### config.mk
export PLATFORM = sky130hd
export DESIGN_NAME = uart_tx_flat
export DESIGN_NICKNAME = d
export VERILOG_FILES = /design/src/rtl/uart_if.sv /design/src/rtl/uart_tx.sv /design/src/flat_wrapper.sv
export SDC_FILE = /design/constraint.sdc
export NUM_CORES = 1
export LEC_CHECK = 0
export ABC_AREA = 1
export CAP_MARGIN = 30
export CORE_MARGIN = 1.5
export CORE_UTILIZATION = 60
export CTS_BUF_LIST = sky130_fd_sc_hd__clkbuf_8
export DETAILED_ROUTE_END_ITERATION = 10
export PLACE_DENSITY = 0.85
export SKIP_CTS_REPAIR_TIMING = 1
export SLEW_MARGIN = 15
export SYNTH_ARGS = -nofsm -noshare
export SYNTH_HDL_FRONTEND = slang
export SYNTH_SLANG_ARGS = --single-unit
### constraint.sdc
create_clock -name clk -period 1.9 [get_ports clk]
set_clock_uncertainty 0.05 [all_clocks]
set_input_delay 0.38 -clock clk [delete_from_list [all_inputs] [get_ports clk]]
set_output_delay 0.38 -clock clk [all_outputs]
set_load 0.01 [all_outputs]
### src/rtl/uart_if.sv
// ---------------------------------------------------------------------------
// uart_if: word handshake plus serial line shared by uart_tx and uart_rx.
//
// Members:
//   data  [DATA_WIDTH]  payload word
//   valid               word on data is available
//   ready               consumer can accept a word
//   sig                 serial line (idles high)
//
// Modports:
//   master  word producer (drives data/valid, observes ready/sig)
//   slave   word consumer (uart_tx side: takes data/valid, drives ready/sig)
// ---------------------------------------------------------------------------
interface uart_if #(
    parameter int DATA_WIDTH = 8
);
    logic [DATA_WIDTH-1:0] data;
    logic                  valid;
    logic                  ready;
    logic                  sig;

    modport master (output data, output valid, input ready, input sig);
    modport slave  (input data, input valid, output ready, output sig);
endinterface

### src/rtl/uart_tx.sv
// ---------------------------------------------------------------------------
// uart_tx: UART transmitter. Accepts one DATA_WIDTH word per valid/ready
// handshake and serialises it as start bit, data LSB first, optional even
// parity bit, then STOP_BITS stop bits. Every line bit lasts
// PULSE_WIDTH = CLK_FREQ / BAUD_RATE clock cycles.
//
// Ports:
//   clk         system clock, rising edge
//   rst         asynchronous, active-high reset
//   txif.data   word to send, sampled on handshake
//   txif.valid  word available
//   txif.ready  transmitter idle and able to accept a word
//   txif.sig    serial line, idles high, driven directly from a flop
//
// Optional feature macro: UART_TX_PARITY_EN
//   defined   -> PARITY state (even parity over the data bits) between
//                DATA and STOP
//   undefined -> no parity state, logic or flop
// ---------------------------------------------------------------------------
module uart_tx #(
    parameter int DATA_WIDTH = 8,
    parameter int BAUD_RATE  = 115200,
    parameter int CLK_FREQ   = 100_000_000,
    parameter int STOP_BITS  = 1
) (
    input  logic  clk,
    input  logic  rst,
    uart_if.slave txif
);
    localparam int PULSE_WIDTH = CLK_FREQ / BAUD_RATE;
    localparam int CNT_W       = (PULSE_WIDTH > 1) ? $clog2(PULSE_WIDTH) : 1;
    // Index is shared between data bits and stop bits.
    localparam int IDX_W       = $clog2(DATA_WIDTH + 1);

    localparam logic [CNT_W-1:0] CNT_LAST  = CNT_W'(PULSE_WIDTH - 1);
    localparam logic [IDX_W-1:0] DATA_LAST = IDX_W'(DATA_WIDTH - 1);
    localparam logic [IDX_W-1:0] STOP_LAST = IDX_W'(STOP_BITS - 1);

`ifdef UART_TX_PARITY_EN
    typedef enum logic [2:0] {
        IDLE,
        START,
        DATA,
        PARITY,
        STOP
    } state_t;
`else
    typedef enum logic [2:0] {
        IDLE,
        START,
        DATA,
        STOP
    } state_t;
`endif

    state_t                state_q, state_d;
    logic [CNT_W-1:0]      cnt_q, cnt_d;
    logic [IDX_W-1:0]      idx_q, idx_d;
    logic [DATA_WIDTH-1:0] shreg_q, shreg_d;
    logic                  sig_q, sig_d;
    logic                  ready_q, ready_d;
`ifdef UART_TX_PARITY_EN
    logic                  parity_q, parity_d;
`endif

    logic                  bit_done;
    logic [DATA_WIDTH-1:0] shreg_next;

    assign bit_done   = (cnt_q == CNT_LAST);
    assign shreg_next = shreg_q >> 1;

    always_comb begin
        state_d  = state_q;
        cnt_d    = cnt_q;
        idx_d    = idx_q;
        shreg_d  = shreg_q;
        sig_d    = sig_q;
        ready_d  = ready_q;
`ifdef UART_TX_PARITY_EN
        parity_d = parity_q;
`endif

        // Bit-time counter runs in every non-idle state and restarts per bit.
        if (state_q != IDLE) begin
            cnt_d = bit_done ? '0 : cnt_q + CNT_W'(1);
        end

        case (state_q)
            IDLE: begin
                sig_d = 1'b1;
                cnt_d = '0;
                if (!ready_q) begin
                    // First edge after reset release: become ready.
                    ready_d = 1'b1;
                end else if (txif.valid) begin
                    ready_d  = 1'b0;
                    state_d  = START;
                    sig_d    = 1'b0;
                    shreg_d  = txif.data;
                    idx_d    = '0;
`ifdef UART_TX_PARITY_EN
                    // Even parity of the word, captured with it.
                    parity_d = ^txif.data;
`endif
                end
            end

            START: begin
                if (bit_done) begin
                    state_d = DATA;
                    sig_d   = shreg_q[0];
                    idx_d   = '0;
                end
            end

            DATA: begin
                if (bit_done) begin
                    if (idx_q == DATA_LAST) begin
                        idx_d = '0;
`ifdef UART_TX_PARITY_EN
                        state_d = PARITY;
                        sig_d   = parity_q;
`else
                        state_d = STOP;
                        sig_d   = 1'b1;
`endif
                    end else begin
                        // Line flop loads the bit that becomes LSB after the shift.
                        shreg_d = shreg_next;
                        sig_d   = shreg_next[0];
                        idx_d   = idx_q + IDX_W'(1);
                    end
                end
            end

`ifdef UART_TX_PARITY_EN
            PARITY: begin
                if (bit_done) begin
                    state_d = STOP;
                    sig_d   = 1'b1;
                    idx_d   = '0;
                end
            end
`endif

            STOP: begin
                sig_d = 1'b1;
                if (bit_done) begin
                    if (idx_q == STOP_LAST) begin
                        state_d = IDLE;
                        ready_d = 1'b1;
                        idx_d   = '0;
                    end else begin
                        idx_d = idx_q + IDX_W'(1);
                    end
                end
            end

            default: begin
                state_d = IDLE;
                sig_d   = 1'b1;
                ready_d = 1'b0;
            end
        endcase
    end

    always_ff @(posedge clk or posedge rst) begin
        if (rst) begin
            state_q  <= IDLE;
            cnt_q    <= '0;
            idx_q    <= '0;
            shreg_q  <= '0;
            sig_q    <= 1'b1;
            ready_q  <= 1'b0;
`ifdef UART_TX_PARITY_EN
            parity_q <= 1'b0;
`endif
        end else begin
            state_q  <= state_d;
            cnt_q    <= cnt_d;
            idx_q    <= idx_d;
            shreg_q  <= shreg_d;
            sig_q    <= sig_d;
            ready_q  <= ready_d;
`ifdef UART_TX_PARITY_EN
            parity_q <= parity_d;
`endif
        end
    end

    assign txif.sig   = sig_q;
    assign txif.ready = ready_q;

endmodule

### src/flat_wrapper.sv
// flat-port wrapper written by rule: the top's interface ports become plain ports
module uart_tx_flat 
#(
    parameter int DATA_WIDTH = 8,
    parameter int BAUD_RATE  = 115200,
    parameter int CLK_FREQ   = 100_000_000,
    parameter int STOP_BITS  = 1
)
  (clk, rst, txif_data, txif_valid, txif_ready, txif_sig);
  uart_if #(.DATA_WIDTH(DATA_WIDTH)) txif_i ();
  input  logic clk;
  input  logic rst;
  input wire logic [$bits(txif_i.data)-1:0] txif_data;
  input wire logic [$bits(txif_i.valid)-1:0] txif_valid;
  output wire logic [$bits(txif_i.ready)-1:0] txif_ready;
  output wire logic [$bits(txif_i.sig)-1:0] txif_sig;
  assign txif_i.data = txif_data;
  assign txif_i.valid = txif_valid;
  assign txif_ready = txif_i.ready;
  assign txif_sig = txif_i.sig;
  uart_tx #(.DATA_WIDTH(DATA_WIDTH), .BAUD_RATE(BAUD_RATE), .CLK_FREQ(CLK_FREQ), .STOP_BITS(STOP_BITS)) u_core (.clk(clk), .rst(rst), .txif(txif_i));
endmodule
==> results of run 1 <==
metrics by stage:
| step | util | setup slack, ps | power (uW) | hold WS [ps] | instance area [um^2] |
|---|---|---|---|---|---|
| after global placement | 0.693 | 207 | 604 | 395 | 1730 |
| after detailed placement | 0.693 | 178 | 605 | 401 | 1730 |
| after global routing | 0.724 | 14.5 | 1090 | 429 | 1810 |
| after CTS | 0.721 | 118 | 1060 | 414 | 1800 |
| after floorplan | - | 344 | 579 | 369 | 1600 |
| final | 0.724 | 130 | 1050 | 406 | 1810 |
kinds of logic after synthesis:
kind of cell / share of synthesized area
xor+xnor: 0.0164
fa+ha+maj: 0.0548
simple gates: 0.340
compound gates: 0.0916
flops: 0.408
buf+inv: 0.0893
cells in the mapped netlist, types with 2 or more instances:
cell type	instances	share of area
or2_2	2	0.0078
nor2_1	18	0.042
nand3b_1	2	0.0094
ha_1	7	0.055
nor3b_1	2	0.0094
nand3_1	7	0.022
dfrtp_1	25	0.39
o21ai_2	4	0.022
nor2_2	4	0.016
xor2_1	2	0.011
nand2_1	55	0.13
nand4_1	3	0.012
inv_1	22	0.052
nand2_2	11	0.043
a31oi_1	2	0.0078
o21bai_1	3	0.014
inv_2	4	0.0094
nor3_1	3	0.0094
o21ai_0	11	0.034
clkbuf_1	2	0.0047
flip-flops by register name (all words and copies together) (netlist names):
name	flops
u_core.cnt_q	10
u_core.idx_q	4
u_core.txif.ready	1
u_core.state_q	2
u_core.txif.sig	1
u_core.shreg_q	8
worst paths after layout:
check / from / endpoint / depth (start not counted)
setup / recovery: u_core.txif.sig$_DFFE_PP1P_ / txif_sig / 1
hold / removal: rst / u_core.shreg_q[5]$_DFFE_PP0P_ / 3
setup reg to reg: u_core.state_q[0]$_DFFE_PP0P_ / u_core.shreg_q[6]$_DFFE_PP0P_ / 10
hold reg to reg: u_core.cnt_q[0]$_DFF_PP0_ / u_core.cnt_q[0]$_DFF_PP0_ / 1
max in group asynchronous: rst / u_core.txif.sig$_DFFE_PP1P_ / 3
min in group clk: u_core.cnt_q[0]$_DFF_PP0_ / u_core.cnt_q[0]$_DFF_PP0_ / 1
area by class of cell:
| class | instances | area, um^2 | area share |
|---|---|---|---|
| multi-input combinational | 145 | 808 | 0.446 |
| sequential | 26 | 652 | 0.360 |
| timing repair buffer | 14 | 135 | 0.0746 |
| inverter | 27 | 106 | 0.0587 |
| clock buffer | 3 | 41.3 | 0.0228 |
| tap | 30 | 37.5 | 0.0207 |
| clock inverter | 1 | 30.0 | 0.0166 |
per-layer routing:
metal  wire length, um  GRT usage  up-vias
met4                37     0.0792        0
met1              1340      0.315      607
met3                96     0.0246        5
li1                  -          -      661
met5                 0          0        -
met2              1550      0.379       27
power by group through the flow:
stage	Clock [uW]	Sequential, uW	Combinational [uW]
after floorplan	0	564	15.1
after global placement	0	564	40.3
after detailed placement	0	564	41.2
after CTS	468	553	41.5
after global routing	492	553	45.4
final	460	553	40.7
==> results.sh, run 1 <==
export IMPL_areaGrowthSynthToFinish_pct=13.3
export IMPL_hp_class="primary input to async pin"
export IMPL_powerDensity_nw_per_um2=582
export IMPL_crit_chain="clkdlybuf4s50_1"
export IMPL_clock_path_buffers=2
export IMPL_initial_core_util=0.639
export IMPL_layout_common_cells="nand2_1 (55), dfrtp_1 (25), inv_1 (22)"
export IMPL_layout_commonest_cell="nand2_1"
export IMPL_p_int_uw=857
export IMPL_layoutNonFillerInstCount=246
export IMPL_root_buffer="clkbuf_8"
export IMPL_slew_headroom=0.748
export IMPL_setup_violations=0
export IMPL_ys_ff_latch=26
export IMPL_cts_max_level=1
export IMPL_cts_tree="built"
export IMPL_antenna_found_initial=0
export IMPL_syn_area_um2=1600
export IMPL_combPwrFrac=0.039
export IMPL_core_rowCount=18
export IMPL_clkPwrFrac=0.436
export IMPL_syn_area_per_cell_um2=7.91
export IMPL_clock_sinks=26
export IMPL_cts_buffers=3
export IMPL_hpwl_mm=2.27
export IMPL_die_h_um=54.6
export IMPL_period_minus_slack_ps=1770
export IMPL_die_area_um2=2980
export IMPL_drive_gt1_frac=0.176
export IMPL_grt_pass1_vias=1146
export IMPL_fillerInstances=189
export IMPL_track_usage=0.231
export IMPL_switching_share=0.186
export IMPL_required_ps=1470
export IMPL_syn_inst=202
export IMPL_io_pins=13
export IMPL_place_inst=242
export IMPL_drtAntennaViolNets=0
export IMPL_num_antenna_cells=0
export IMPL_end_kind="primary output"
export IMPL_worstMarginPinSlew_ps=374
export IMPL_yosysWarnings=0
export IMPL_routabilityCongestion=0.827
export IMPL_async_flop_share=1.00
export IMPL_cap_violations=0
export IMPL_syn_nets=220
export IMPL_rsz0062_at_grt="false"
export IMPL_die_width_um=54.6
export IMPL_path_clk_slew_ps=90
export IMPL_cp_top_family="flip-flops"
export IMPL_p_leak_uw=0.000917
export IMPL_grt_first_pass_wirelength_mm=4.90
export IMPL_tns_ps=0
export IMPL_critPathMaxStageDelay_ps=540
export IMPL_gr_total_overflow=0
export IMPL_avgRoutedWirePerCell_um=12.3
export IMPL_synth_ff_type="dfrtp_1"
export IMPL_fmax_mhz=565
export IMPL_r2r_slack_ps=140
export IMPL_outcome="completed"
export IMPL_grt_max_degree=27
export IMPL_start_kind="register"
export IMPL_critPathBufInv=1
export IMPL_slowest_stage="dfstp_2"
export IMPL_cp_arrival_ps=1340
export IMPL_drt_pass1_iter_count=4
export IMPL_final_nets=235
export IMPL_drt_wl_total_mm=3.03
export IMPL_drc=0
export IMPL_initialDrtViolationCount=24
export IMPL_finalCritPeriodShare=0.932
export IMPL_io_buffers=12
export IMPL_pwr_share_seq=0.525
export IMPL_critPathKind="register to primary output"
export IMPL_hold_violations=0
export IMPL_power_switching_uw=196
export IMPL_worstPathMaxFanout=2
export IMPL_yosysSeqAreaShare=0.408
export IMPL_design_core_area_um2=2500
export IMPL_vias=1300
export IMPL_clk_latency_ps=270
export IMPL_synth_cell_types=33
export IMPL_slew_violations=0
export IMPL_synth_edf_count=0
export IMPL_via_per_inst=5.28
export IMPL_max_vdd_ir_drop_v=0.000353
(Power assumes the default switching activity.)
==> inputs of run 2 (changes only) <==
--- a/config.mk
+++ b/config.mk
@@ -8,10 +8,10 @@
 export ABC_AREA = 1
 export CAP_MARGIN = 30
 export CORE_MARGIN = 1.5
-export CORE_UTILIZATION = 60
+export CORE_UTILIZATION = 28
 export CTS_BUF_LIST = sky130_fd_sc_hd__clkbuf_8
 export DETAILED_ROUTE_END_ITERATION = 10
-export PLACE_DENSITY = 0.85
+export PLACE_DENSITY = 0.47
 export SKIP_CTS_REPAIR_TIMING = 1
 export SLEW_MARGIN = 15
 export SYNTH_ARGS = -nofsm -noshare
==> results.sh, run 2 (same netlist as run 1, synthesis figures left out) <==
export IMPL_r2r_end="u_core.idx_q[1]$_DFFE_PP0P_"
export IMPL_slew_violations=0
export IMPL_grt_max_degree=27
export IMPL_via_per_inst=4.23
export IMPL_drtAntennaViolNets=0
export IMPL_num_antenna_cells=0
export IMPL_whs_ps=409
export IMPL_worstMarginPinSlew_ps=365
export IMPL_clock_path_buffers=2
export IMPL_critPathMaxStageDelay_ps=550
export IMPL_design_core_area_um2=5510
export IMPL_start_kind="register"
export IMPL_outcome="completed"
export IMPL_rsz0062_at_grt="false"
export IMPL_root_buffer="clkbuf_8"
export IMPL_avgRoutedWirePerCell_um=10.6
export IMPL_r2r_slack_ps=180
export IMPL_cp_arrival_ps=1350
export IMPL_reg2reg_depth=8
export IMPL_drt_wl_total_mm=3.08
export IMPL_tns_ps=0
export IMPL_io_pins=13
export IMPL_setup_violations=0
export IMPL_required_ps=1470
export IMPL_end_kind="primary output"
export IMPL_hold_path_cell_count=1
export IMPL_routabilityCongestion=0.778
export IMPL_clock_sinks=26
export IMPL_drt_pass1_iter_count=4
export IMPL_drive_gt1_frac=0.192
export IMPL_worstPathMaxFanout=2
export IMPL_cp_top_family="flip-flops"
export IMPL_critPathKind="register to primary output"
export IMPL_cap_violations=0
export IMPL_track_usage=0.114
export IMPL_critPathBufInv=1
export IMPL_initial_core_util=0.290
export IMPL_hold_violations=0
export IMPL_cts_tree="built"
export IMPL_slew_headroom=0.754
export IMPL_clk_latency_ps=270
export IMPL_antenna_found_initial=0
export IMPL_core_rowCount=27
export IMPL_die_area_um2=6170
export IMPL_gr_total_overflow=0
export IMPL_reg_largest_list="u_core.cnt_q: 10 flops, u_core.shreg_q: 8 flops, u_core.idx_q: 4 flops"
export IMPL_slowest_stage="dfstp_2"
export IMPL_fmax_mhz=562
export IMPL_finalCritPeriodShare=0.937
export IMPL_layout_common_cells="nand2_1 (55), dfrtp_1 (25), inv_1 (22)"
export IMPL_drc=0
export IMPL_cts_max_level=1
export IMPL_fillerInstances=588
export IMPL_hpwl_mm=2.35
export IMPL_final_nets=238
export IMPL_powerDensity_nw_per_um2=562
export IMPL_die_h_um=78.5
export IMPL_layout_commonest_cell="nand2_1"
export IMPL_crit_chain="clkdlybuf4s50_1"
export IMPL_hold_path_startpoint="u_core.cnt_q[0]$_DFF_PP0_"
export IMPL_vias=1232
export IMPL_place_inst=285
export IMPL_largest_reg_flops=10
export IMPL_io_buffers=12
export IMPL_max_vdd_ir_drop_v=0.000389
export IMPL_period_minus_slack_ps=1780
export IMPL_hold_end="u_core.cnt_q[0]$_DFF_PP0_"
export IMPL_cts_buffers=3
export IMPL_die_width_um=78.5
export IMPL_layoutNonFillerInstCount=291
export IMPL_grt_first_pass_wirelength_mm=5.53
export IMPL_rr_startpoint="u_core.state_q[1]$_DFFE_PP0P_"
export IMPL_areaGrowthSynthToFinish_pct=17.9
export IMPL_regMostFlops="u_core.cnt_q"
export IMPL_post_route_util=0.342
export IMPL_p_leak_uw=0.000926
export IMPL_hp_class="register to register"
export IMPL_grt_pass1_vias=1189
export IMPL_path_clk_slew_ps=100
export IMPL_initialDrtViolationCount=36
run 2: cell types whose count changed in the layout (fill, tap and decap cells not counted), sizes merged:
cell  before  now
buf        2    5
run 2: per-stage QoR:
step           area (um^2)  power [uW]  setup WS, ps
2_1_floorplan         1600         579           344
3_3_place_gp          1790         607           155
5_1_grt               1880        1100          48.6
3_5_place_dp          1790         607           150
6_report              1880        1060           120
4_1_cts               1860        1080          91.2
run 2: per-layer routing:
| metal | vias up | track usage | share of wire |
|---|---|---|---|
| met5 | - | 0 | 0 |
| met4 | 0 | 0.0214 | 0.0055 |
| met3 | 2 | 0.0209 | 0.025 |
| met2 | 17 | 0.176 | 0.45 |
| met1 | 544 | 0.165 | 0.52 |
| li1 | 669 | - | - |
run 2: worst max-delay path by stage:
stage / from / end / slack (ps) / depth (start not counted)
floorplan: u_core.state_q[0]$_DFFE_PP0P_ / u_core.shreg_q[3]$_DFFE_PP0P_ / 340 / 12
global placement: u_core.state_q[0]$_DFFE_PP0P_ / u_core.idx_q[2]$_DFFE_PP0P_ / 160 / 10
detailed placement: txif_valid / u_core.shreg_q[6]$_DFFE_PP0P_ / 150 / 9
CTS: u_core.txif.sig$_DFFE_PP1P_ / txif_sig / 90 / 1
global route: u_core.state_q[0]$_DFFE_PP0P_ / u_core.idx_q[3]$_DFFE_PP0P_ / 50 / 10
finish: u_core.txif.sig$_DFFE_PP1P_ / txif_sig / 120 / 1
run 2: area by class of cell:
class,instances,area (um^2),share of cell area
tap,72,90.1,0.0478
clock inverter,1,30.0,0.0159
inverter,27,106,0.0565
timing repair buffer,17,158,0.0837
clock buffer,3,41.3,0.0219
sequential,26,652,0.346
multi-input combinational,145,806,0.428
run 2: where the power goes:
group          leakage (uW)  internal (uW)  switching, uW
clock network     0.0000357            282            181
logic              0.000582           22.3           19.0
registers          0.000309            553              0
==> inputs of run 3 (changes only) <==
==> constraint.sdc (replaced) <==
create_clock -name clk -period 1.9 [get_ports clk]
set_clock_uncertainty 0.05 [all_clocks]
set_input_delay 0.19 -clock clk [delete_from_list [all_inputs] [get_ports clk]]
set_output_delay 0.19 -clock clk [all_outputs]
set_load 0.01 [all_outputs]
==> results.sh, run 3 (same netlist as run 1, synthesis figures left out) <==
export IMPL_final_nets=236
export IMPL_cap_violations=0
export IMPL_critPathKind="register to register"
export IMPL_gr_total_overflow=0
export IMPL_root_buffer="clkbuf_8"
export IMPL_vias=1246
export IMPL_finalCritPeriodShare=0.891
export IMPL_initialDrtViolationCount=48
export IMPL_clk_latency_ps=270
export IMPL_clock_sinks=26
export IMPL_setup_violations=0
export IMPL_layout_common_cells="nand2_1 (55), dfrtp_1 (25), inv_1 (23)"
export IMPL_start_kind="register"
export IMPL_required_ps=2060
export IMPL_rsz0062_at_grt="false"
export IMPL_drtAntennaViolNets=0
export IMPL_cp_arrival_ps=1850
export IMPL_hpwl_mm=2.35
export IMPL_track_usage=0.115
export IMPL_layout_commonest_cell="nand2_1"
export IMPL_drt_wl_total_mm=3.16
export IMPL_worstPathMaxFanout=11
export IMPL_worstMarginPinSlew_ps=367
export IMPL_avgRoutedWirePerCell_um=10.9
export IMPL_drt_pass1_iter_count=4
export IMPL_powerDensity_nw_per_um2=498
export IMPL_clock_path_buffers=2
export IMPL_drc=0
export IMPL_via_per_inst=4.31
export IMPL_hold_violations=0
export IMPL_outcome="completed"
export IMPL_critPathCapture="u_core.shreg_q[6]$_DFFE_PP0P_"
export IMPL_die_h_um=78.5
export IMPL_drive_gt1_frac=0.175
export IMPL_num_antenna_cells=0
export IMPL_path_clk_slew_ps=90
export IMPL_die_width_um=78.5
export IMPL_end_kind="register"
export IMPL_tns_ps=0
export IMPL_grt_pass1_vias=1230
export IMPL_rr_startpoint="u_core.state_q[0]$_DFFE_PP0P_"
export IMPL_p_leak_uw=0.000910
export IMPL_period_minus_slack_ps=1690
export IMPL_fillerInstances=597
export IMPL_initial_core_util=0.290
export IMPL_io_pins=13
export IMPL_max_vdd_ir_drop_v=0.000259
export IMPL_cts_max_level=1
export IMPL_design_core_area_um2=5510
export IMPL_reg_largest_list="u_core.cnt_q: 10 flops, u_core.shreg_q: 8 flops, u_core.idx_q: 4 flops"
export IMPL_areaGrowthSynthToFinish_pct=15.1
export IMPL_grt_first_pass_wirelength_mm=5.68
export IMPL_r2r_slack_ps=210
export IMPL_worstSetupStartpoint="u_core.state_q[0]$_DFFE_PP0P_"
export IMPL_r2r_end="u_core.shreg_q[6]$_DFFE_PP0P_"
export IMPL_antenna_found_initial=0
export IMPL_die_area_um2=6170
export IMPL_routabilityCongestion=0.792
export IMPL_cts_tree="built"
export IMPL_core_rowCount=27
export IMPL_slew_headroom=0.752
export IMPL_place_inst=285
export IMPL_regMostFlops="u_core.cnt_q"
export IMPL_slew_violations=0
export IMPL_layoutNonFillerInstCount=289
export IMPL_hp_class="primary input to async pin"
export IMPL_grt_max_degree=27
export IMPL_io_buffers=12
export IMPL_fmax_mhz=590
export IMPL_reg2reg_depth=11
export IMPL_largest_reg_flops=10
export IMPL_cts_buffers=3
[run 3: through the flow]
| step | setup slack, ps | cell area [um^2] | hold slack, ps | power, uW | utilization |
|---|---|---|---|---|---|
| 2_1_floorplan | 344 | 1600 | 179 | 579 | - |
| 3_3_place_gp | 197 | 1790 | 395 | 606 | 0.325 |
| 3_5_place_dp | 203 | 1790 | 396 | 606 | 0.325 |
| 4_1_cts | 157 | 1840 | 235 | 935 | 0.334 |
| 5_1_grt | 12.7 | 1840 | 268 | 954 | 0.334 |
| 6_report | 206 | 1840 | 224 | 915 | 0.334 |
[run 3: worst min-delay path by stage]
stage | slack (ps) | depth (start not counted) | end | startpoint
6_report | 220 | 3 | u_core.state_q[1]$_DFFE_PP0P_ | rst
5_1_grt | 270 | 3 | u_core.state_q[1]$_DFFE_PP0P_ | rst
4_1_cts | 240 | 3 | u_core.state_q[0]$_DFFE_PP0P_ | rst
3_5_place_dp | 400 | 1 | u_core.cnt_q[0]$_DFF_PP0_ | u_core.cnt_q[0]$_DFF_PP0_
3_3_place_gp | 400 | 1 | u_core.cnt_q[0]$_DFF_PP0_ | u_core.cnt_q[0]$_DFF_PP0_
2_1_floorplan | 180 | 1 | u_core.cnt_q[0]$_DFF_PP0_ | rst
[run 3: area by class of cell]
type	count	area (um^2)	share of cell area
clock buffer	3	41.3	0.0224
clock inverter	1	3.75	0.00204
inverter	27	106	0.0578
multi-input combinational	145	803	0.437
sequential	26	652	0.354
tap	72	90.1	0.0490
timing repair buffer	15	143	0.0776
[run 3: power by group]
part	internal, uW	switching [uW]
sequential	553	0
clock	145	177
combinational	22.2	18.3
[run 3: routing by layer]
metal / wire length (um) / global-route usage / part of all wire
met5: 0 / 0 / 0
met4: 10 / 0.0107 / 0.0032
met3: 104 / 0.0279 / 0.033
met2: 1410 / 0.191 / 0.45
met1: 1640 / 0.157 / 0.52
[run 3: worst max-delay path: stages (launching register included)]
cell and delay [ps]:
dfrtp_1 380, inv_1 80, ha_1 250, inv_2 110
nor2_1 60, inv_1 80, nand2_1 60, nor2_2 190
nand2_4 110, inv_6 130, nand2_1 80, o21ai_2 50
